[src/rtl/mipi_align_pkg.sv]
// Shared types and helpers for the MIPI D-PHY lane-align controller.
package mipi_align_pkg;

   localparam int LANES_MAX = 8;

   typedef enum logic [2:0] {IDLE, ARRIVE, STREAM, DRAIN, FLUSH} state_t;

   localparam logic [1:0] ERR_NONE    = 2'd0;
   localparam logic [1:0] ERR_SKEW    = 2'd1;
   localparam logic [1:0] ERR_FAIL    = 2'd2;
   localparam logic [1:0] ERR_RESTART = 2'd3;

   // Active-lane mask for a configured lane count; 0 or out-of-range selects all lanes.
   function automatic logic [LANES_MAX-1:0] act_mask(input logic [2:0] num, input int lanes);
      int n;
      n = (num == 3'd0 || int'(num) > lanes) ? lanes : int'(num);
      act_mask = '0;
      for (int i = 0; i < LANES_MAX; i++)
         if (i < n) act_mask[i] = 1'b1;
   endfunction

endpackage

[src/rtl/mipi_lane_rise_det.sv]
// Per-lane valid history register and rising-edge detect.
module mipi_lane_rise_det #(
   parameter int N = 4
) (
   input  logic         clk,
   input  logic         rst,
   input  logic [N-1:0] valid,
   output logic [N-1:0] rise
);

   logic [N-1:0] valid_q, valid_d;

   // Next history value is simply the current raw valid.
   always_comb valid_d = valid;

   // One-cycle history of the raw lane valids.
   always_ff @(posedge clk) begin
      if (rst) valid_q <= '0;
      else     valid_q <= valid_d;
   end

   assign rise = valid & ~valid_q;

endmodule

[src/rtl/mipi_lane_align_ctrl.sv]
// Burst sequencer for the multi-lane byte aligner: arrival skew window,
// stream/drain tracking, aligner clear on errors, lane masking, statistics.
// Optional: define LANE_SKEW_STAT_EN to add the per-lane lane_skew report.
module mipi_lane_align_ctrl
   import mipi_align_pkg::*;
#(
   parameter int LANES        = 4,
   parameter int SKEW_MAX     = 4,
   parameter int SKEW_W       = 4,
   parameter int DRAIN_CYCLES = 6,
   parameter int FLUSH_CYCLES = 2
) (
   input  logic                byte_clk,
   input  logic                sys_rst,
   input  logic [2:0]          cfg_lane_num,
   input  logic [LANES-1:0]    lanes_valid,
   input  logic                align_out_valid,
   input  logic                align_fail,
   output logic                aligner_clr,
   output logic [LANES-1:0]    lane_mask,
   output logic                burst_active,
   output logic                burst_done,
   output logic                burst_err,
   output logic [1:0]          err_code,
   output logic [15:0]         burst_cnt,
   output logic [15:0]         fail_cnt,
   output logic [SKEW_W-1:0]   skew_max
`ifdef LANE_SKEW_STAT_EN
   ,output logic [LANES*SKEW_W-1:0] lane_skew
`endif
);

   localparam int DRAIN_W = $clog2(DRAIN_CYCLES + 1);
   localparam int FLUSH_W = $clog2(FLUSH_CYCLES + 1);
   localparam logic [SKEW_W-1:0]  SKEW_LIM   = SKEW_W'(SKEW_MAX);
   localparam logic [DRAIN_W-1:0] DRAIN_LAST = DRAIN_W'(DRAIN_CYCLES - 1);
   localparam logic [FLUSH_W-1:0] FLUSH_LEN  = FLUSH_W'(FLUSH_CYCLES);

   logic [LANES-1:0] rise;

   mipi_lane_rise_det #(.N(LANES)) u_rise (
      .clk   (byte_clk),
      .rst   (sys_rst),
      .valid (lanes_valid),
      .rise  (rise)
   );

   state_t               state_q, state_d;
   logic [LANES-1:0]     act_q, act_d, arrived_q, arrived_d;
   logic [SKEW_W-1:0]    skew_cnt_q, skew_cnt_d, burst_skew_q, burst_skew_d;
   logic [SKEW_W-1:0]    skew_max_q, skew_max_d;
   logic [DRAIN_W-1:0]   drain_cnt_q, drain_cnt_d;
   logic [FLUSH_W-1:0]   flush_cnt_q, flush_cnt_d;
   logic                 clr_q, clr_d, done_q, done_d, err_q, err_d, active_q, active_d;
   logic [1:0]           err_code_q, err_code_d;
   logic [15:0]          burst_cnt_q, burst_cnt_d, fail_cnt_q, fail_cnt_d;

   logic [LANES_MAX-1:0] act_full;
   logic [LANES-1:0]     rise_act, live_act, arr_next;
   logic [SKEW_W-1:0]    skew_inc;
   logic                 go_flush;
   logic [1:0]           flush_code;
   logic                 unused_sig;

   // align_out_valid is observation-only; upper mask bits exist only for narrow builds.
   assign unused_sig = ^{align_out_valid, act_full};

   // Burst FSM next-state, error classification and statistics update.
   always_comb begin
      act_full     = act_mask(cfg_lane_num, LANES);
      rise_act     = rise & act_q;
      live_act     = lanes_valid & act_q;
      skew_inc     = skew_cnt_q + SKEW_W'(1);
      arr_next     = arrived_q | rise_act;
      state_d      = state_q;
      act_d        = act_q;
      arrived_d    = arrived_q;
      skew_cnt_d   = skew_cnt_q;
      burst_skew_d = burst_skew_q;
      skew_max_d   = skew_max_q;
      drain_cnt_d  = drain_cnt_q;
      flush_cnt_d  = flush_cnt_q;
      clr_d        = 1'b0;
      done_d       = 1'b0;
      err_d        = 1'b0;
      err_code_d   = err_code_q;
      burst_cnt_d  = burst_cnt_q;
      fail_cnt_d   = fail_cnt_q;
      go_flush     = 1'b0;
      flush_code   = ERR_NONE;
      case (state_q)
         IDLE: begin
            if (|rise_act) begin
               arrived_d    = rise_act;
               skew_cnt_d   = '0;
               burst_skew_d = '0;
               state_d      = (rise_act == act_q) ? STREAM : ARRIVE;
            end else begin
               // Lane count only takes effect between bursts.
               act_d = act_full[LANES-1:0];
            end
         end
         ARRIVE: begin
            skew_cnt_d = skew_inc;
            arrived_d  = arr_next;
            if (arr_next == act_q) begin
               state_d      = STREAM;
               burst_skew_d = skew_inc;
            end else if (skew_inc == SKEW_LIM) begin
               go_flush   = 1'b1;
               flush_code = ERR_SKEW;
            end
         end
         STREAM: begin
            if (align_fail) begin
               go_flush   = 1'b1;
               flush_code = ERR_FAIL;
            end else if (|(rise_act & arrived_q)) begin
               go_flush   = 1'b1;
               flush_code = ERR_RESTART;
            end else if (live_act == '0) begin
               state_d     = DRAIN;
               drain_cnt_d = '0;
            end
         end
         DRAIN: begin
            drain_cnt_d = drain_cnt_q + DRAIN_W'(1);
            if (align_fail) begin
               go_flush   = 1'b1;
               flush_code = ERR_FAIL;
            end else if (|rise_act) begin
               go_flush   = 1'b1;
               flush_code = ERR_RESTART;
            end else if (drain_cnt_q == DRAIN_LAST) begin
               done_d      = 1'b1;
               burst_cnt_d = (burst_cnt_q == 16'hFFFF) ? burst_cnt_q : burst_cnt_q + 16'd1;
               // Burst skew never exceeds SKEW_MAX, which fits SKEW_W, so max() is already saturated.
               skew_max_d  = (burst_skew_q > skew_max_q) ? burst_skew_q : skew_max_q;
               err_code_d  = ERR_NONE;
               state_d     = IDLE;
            end
         end
         FLUSH: begin
            if (flush_cnt_q != FLUSH_LEN) begin
               clr_d       = 1'b1;
               flush_cnt_d = flush_cnt_q + FLUSH_W'(1);
            end else if (live_act == '0) begin
               // Only rearm once the lanes are idle so a mid-burst flush cannot restart alignment.
               state_d = IDLE;
            end
         end
         default: state_d = IDLE;
      endcase
      if (go_flush) begin
         state_d     = FLUSH;
         err_d       = 1'b1;
         err_code_d  = flush_code;
         fail_cnt_d  = (fail_cnt_q == 16'hFFFF) ? fail_cnt_q : fail_cnt_q + 16'd1;
         clr_d       = 1'b1;
         flush_cnt_d = FLUSH_W'(1);
      end
      active_d = (state_d == ARRIVE) || (state_d == STREAM) || (state_d == DRAIN);
   end

   // State and registered outputs.
   always_ff @(posedge byte_clk) begin
      if (sys_rst) begin
         state_q      <= IDLE;
         act_q        <= '1;
         arrived_q    <= '0;
         skew_cnt_q   <= '0;
         burst_skew_q <= '0;
         skew_max_q   <= '0;
         drain_cnt_q  <= '0;
         flush_cnt_q  <= '0;
         clr_q        <= 1'b0;
         done_q       <= 1'b0;
         err_q        <= 1'b0;
         active_q     <= 1'b0;
         err_code_q   <= ERR_NONE;
         burst_cnt_q  <= '0;
         fail_cnt_q   <= '0;
      end else begin
         state_q      <= state_d;
         act_q        <= act_d;
         arrived_q    <= arrived_d;
         skew_cnt_q   <= skew_cnt_d;
         burst_skew_q <= burst_skew_d;
         skew_max_q   <= skew_max_d;
         drain_cnt_q  <= drain_cnt_d;
         flush_cnt_q  <= flush_cnt_d;
         clr_q        <= clr_d;
         done_q       <= done_d;
         err_q        <= err_d;
         active_q     <= active_d;
         err_code_q   <= err_code_d;
         burst_cnt_q  <= burst_cnt_d;
         fail_cnt_q   <= fail_cnt_d;
      end
   end

   assign aligner_clr  = clr_q;
   assign lane_mask    = act_q;
   assign burst_active = active_q;
   assign burst_done   = done_q;
   assign burst_err    = err_q;
   assign err_code     = err_code_q;
   assign burst_cnt    = burst_cnt_q;
   assign fail_cnt     = fail_cnt_q;
   assign skew_max     = skew_max_q;

`ifdef LANE_SKEW_STAT_EN
   logic [LANES-1:0][SKEW_W-1:0] lane_off_q, lane_off_d, lane_skew_q, lane_skew_d;

   // Per-lane arrival offsets for the burst in flight; published on clean completion.
   always_comb begin
      lane_off_d  = lane_off_q;
      lane_skew_d = lane_skew_q;
      if (state_q == IDLE) begin
         lane_off_d = '0;
      end else if (state_q == ARRIVE) begin
         for (int i = 0; i < LANES; i++)
            if (rise_act[i] && !arrived_q[i]) lane_off_d[i] = skew_inc;
      end
      if (done_d) lane_skew_d = lane_off_q;
   end

   // Offset tracking and last-clean-burst report registers.
   always_ff @(posedge byte_clk) begin
      if (sys_rst) begin
         lane_off_q  <= '0;
         lane_skew_q <= '0;
      end else begin
         lane_off_q  <= lane_off_d;
         lane_skew_q <= lane_skew_d;
      end
   end

   assign lane_skew = lane_skew_q;
`endif

endmodule

[config.mk]
export PLATFORM = sky130hd
export DESIGN_NAME = mipi_lane_align_ctrl
export DESIGN_NICKNAME = d
export VERILOG_FILES = /design/src/rtl/mipi_align_pkg.sv /design/src/rtl/mipi_lane_rise_det.sv /design/src/rtl/mipi_lane_align_ctrl.sv
export SDC_FILE = /design/constraint.sdc
export NUM_CORES = 1
export LEC_CHECK = 0
export CAP_MARGIN = 30
export CORE_MARGIN = 2
export CORE_UTILIZATION = 53
export DETAILED_ROUTE_END_ITERATION = 10
export MAX_ROUTING_LAYER = met4
export PLACE_DENSITY_LB_ADDON = 0.08
export SLEW_MARGIN = 0
export SYNTH_ARGS = -nofsm -noshare
export SYNTH_HDL_FRONTEND = slang
export SYNTH_SLANG_ARGS = --single-unit
[constraint.sdc]
create_clock -name byte_clk -period 5.4 [get_ports byte_clk]
set_clock_uncertainty 0.2 [all_clocks]
set_input_delay 0.81 -clock byte_clk [delete_from_list [all_inputs] [get_ports byte_clk]]
set_output_delay 0.81 -clock byte_clk [all_outputs]
set_load 0.02 [all_outputs]
==> out/qor.csv <==
metric,value,unit
FF-to-FF path depth,6,
vias,3169,
min-delay src,err_code[0],
top-area cell type share of the netlist area,40.0,%
Crit Path Class,in -> reg,
Reg area,0.00140,mm2
crit-path max FO,19,
Multi-input gate area,0.00196,mm2
RSZ-0062 raised after global routing,false,
"FFs w/ async S/R, synth",0,%
Placer Congestion,0.868,
Total Routing Usage GR,22.0,%
Critical path destination,burst_cnt[12],
Ports,57,
largest net degree at the start of global routing,43,
number of synthesized flops with an enable pin,0,
Hold Buf Count CTS,0,
Flop pwr share,43.2,%
dominant cell by count in the synthesized netlist,dfxtp_1,
die area,0.00727,mm2
headroom to the max-slew limit,38.0,%
initial DRC count,132,
"area leader, netlist",dfxtp_1,
"Data required, critical path",5.44,ns
first-pass GRT wire length,12.8,mm
CTS tree,done,
Core ar.,0.00639,mm2
startpoint types,primary input,
Power Total,1.40,mW
final worst slack,1.84,ns
NetSw,413,uW
synthesized flop and latch total,70,
FMAX,281,MHz
CTS root buf,clkbuf_8,
antenna-violating nets left,0,
fraction of layout cells with a size suffix above 1,6.01,%
vias in the first global route,2751,
Pre-Repair DR Iteration Count,5,
average vias per placed instance,5.84,
Worst IR Drop VDD,0.227,mV
FF-to-FF End,burst_cnt[12],
CTS Buffer Depth,2,
Final nets,483,
number of synthesis warnings,0,
cell count after synthesis,414,
GRT overflow,0,
power share of the combinational group,20.9,%
number of max-cap violations,0,
Yosys cell types,54,
worst-margin pin slew,0.927,ns
Chip Height,85.3,um
WL final,7.50,mm
Post-CTS Setup Bufs,0,
min Tclk post-route,3.56,ns
Worst Hold Class,reg -> reg,
synth top area cells,"dfxtp_1 40%, nor2_1 5.7%, ha_1 3.9%, a21oi_1 3.7%, xnor2_1 3.5%",
Mean Syn Cell Area,8.46,um2
status,"finished, final reports clean",
Layout fillers,543,
Core Rows,29,
Commonest cells post-synth,"70 x dfxtp_1, 53 x nor2_1, 26 x a21oi_1",
crit path from,lanes_valid[1],
PD cells,324,mW/mm2
DRC,0,
LEAKAGE,1.53,nW
DPL Wire Length,5.16,mm
CTS Sinks,70,
Final Max Slew Viols,0,
switching part of the total,29.6,%
final hold violations,0,
CTS HTree Levels,3,
number of port buffers,55,
final setup vio count,0,
FF-to-FF Start,burst_cnt[3],
Worst setup EP type,flop,
wire per inst,13.8,um
Cell Int Power,983,uW
DP Worst Slack,1.52,ns
Clock Latency Late Sink,0.35,ns
Layout area overhead,23.0,%
final core occ,67.5,%
initial antenna violation count,0,
ant diodes,0,
dominant synthesized flop cell,dfxtp_1,
R2R setup slack,2.30,ns
post-route clock period utilization,66.0,%
Clock power frac,36.0,%
mapped cell area,0.00350,mm2
Initial Utilization,54.8,%
CTS resizes,0,
sequential share of the synthesized area,40.0,%
die span in x,85.3,um
Worst-path clk slew,0.07,ns
Num CTS Buffers,9,
CP Data Arrival Time,3.60,ns
syn nets,436,
Final TNS setup,0,ns
==> through the flow <==
step | instance area, um2 | std cells | hold WS [ns]
floorplan | 3500 | 414 | 0.280
global placement | 4070 | 527 | 0.260
detailed placement | 4070 | 527 | 0.271
CTS | 4310 | 543 | 0.292
global route | 4310 | 543 | 0.317
finish | 4310 | 543 | 0.287
==> power by group through the flow <==
stage / sequential [mW] / combinational (mW) / clock [mW]
5_1_grt: 0.612 / 0.324 / 0.528
3_3_place_gp: 0.613 / 0.286 / 0
3_5_place_dp: 0.613 / 0.289 / 0
4_1_cts: 0.602 / 0.292 / 0.512
2_1_floorplan: 0.614 / 0.199 / 0
6_report: 0.603 / 0.291 / 0.503
==> final cells by class <==
cell class / instances / share of cell area, %
flip-flops and latches: 70 / 32.5
well taps: 77 / 2.24
clock buffers: 10 / 2.96
inverters: 15 / 1.31
clock inverters: 6 / 2.56
multi-input cells: 308 / 45.4
repair buffers: 57 / 13.0
==> routing by layer <==
| layer | vias to the layer above | GRT usage, % | part of all wire, % |
|---|---|---|---|
| met5 | - | - | 0 |
| met3 | 8 | 5.84 | 4.7 |
| li1 | 1588 | - | - |
| met1 | 1494 | 27.7 | 46 |
| met4 | 0 | 6.93 | 0.92 |
| met2 | 79 | 34.5 | 49 |
==> cells by family after synthesis <==
| logic type | share of synthesized area (%) |
|---|---|
| muxes | 3.57 |
| AOI/OAI and AO/OA | 13.6 |
| adders and majority gates | 3.93 |
| buffers and inverters | 4.11 |
| and+or+nand+nor | 30.5 |
| DFF | 40.0 |
| xor gates and xnor gates | 4.25 |
==> how the worst min path moves through the flow <==
stage / slack, ns / to / depth (start not counted)
6_report: 0.29 / err_code[0] / 2
5_1_grt: 0.32 / fail_cnt[8] / 2
4_1_cts: 0.29 / err_code[0] / 2
3_5_place_dp: 0.27 / err_code[0] / 2
3_3_place_gp: 0.26 / err_code[0] / 2
2_1_floorplan: 0.28 / skew_cnt_q[1] / 2
==> placed cells by master, fill, tap and decap left out, types with 6 or more instances in the layout <==
master / n
nor4_1: 8
nor2b_1: 14
nand4_1: 10
o21ai_0: 11
inv_1: 15
a21oi_1: 26
mux2i_1: 8
nor3_1: 14
xnor2_1: 14
or4_1: 11
a22oi_1: 6
and4_1: 6
clkbuf_8: 9
nand2b_1: 7
nand3_1: 16
dfxtp_1: 70
ha_1: 11
nand2_1: 23
clkdlybuf4s50_1: 54
o31ai_1: 11
nor2_1: 53
==> registers in the layout (all words and copies together) (netlist names), 2 cells and up <==
signal and cells:
burst_cnt 16, fail_cnt 16, arrived_q 4, burst_skew_q 4, lane_mask 4, skew_cnt_q 4
skew_max 4, u_rise.valid_q 4, drain_cnt_q 3, state_q 3, err_code 2, flush_cnt_q 2
==> critical path, cell delays in order <==
cell and delay (ns):
clkdlybuf4s50_1 0.48, and3b_4 0.22, or4_4 0.56, or4_4 0.67, nor2_1 0.29, and4_1 0.24
mux2_1 0.31
No activity file was read; power rests on OpenSTA's default activity.
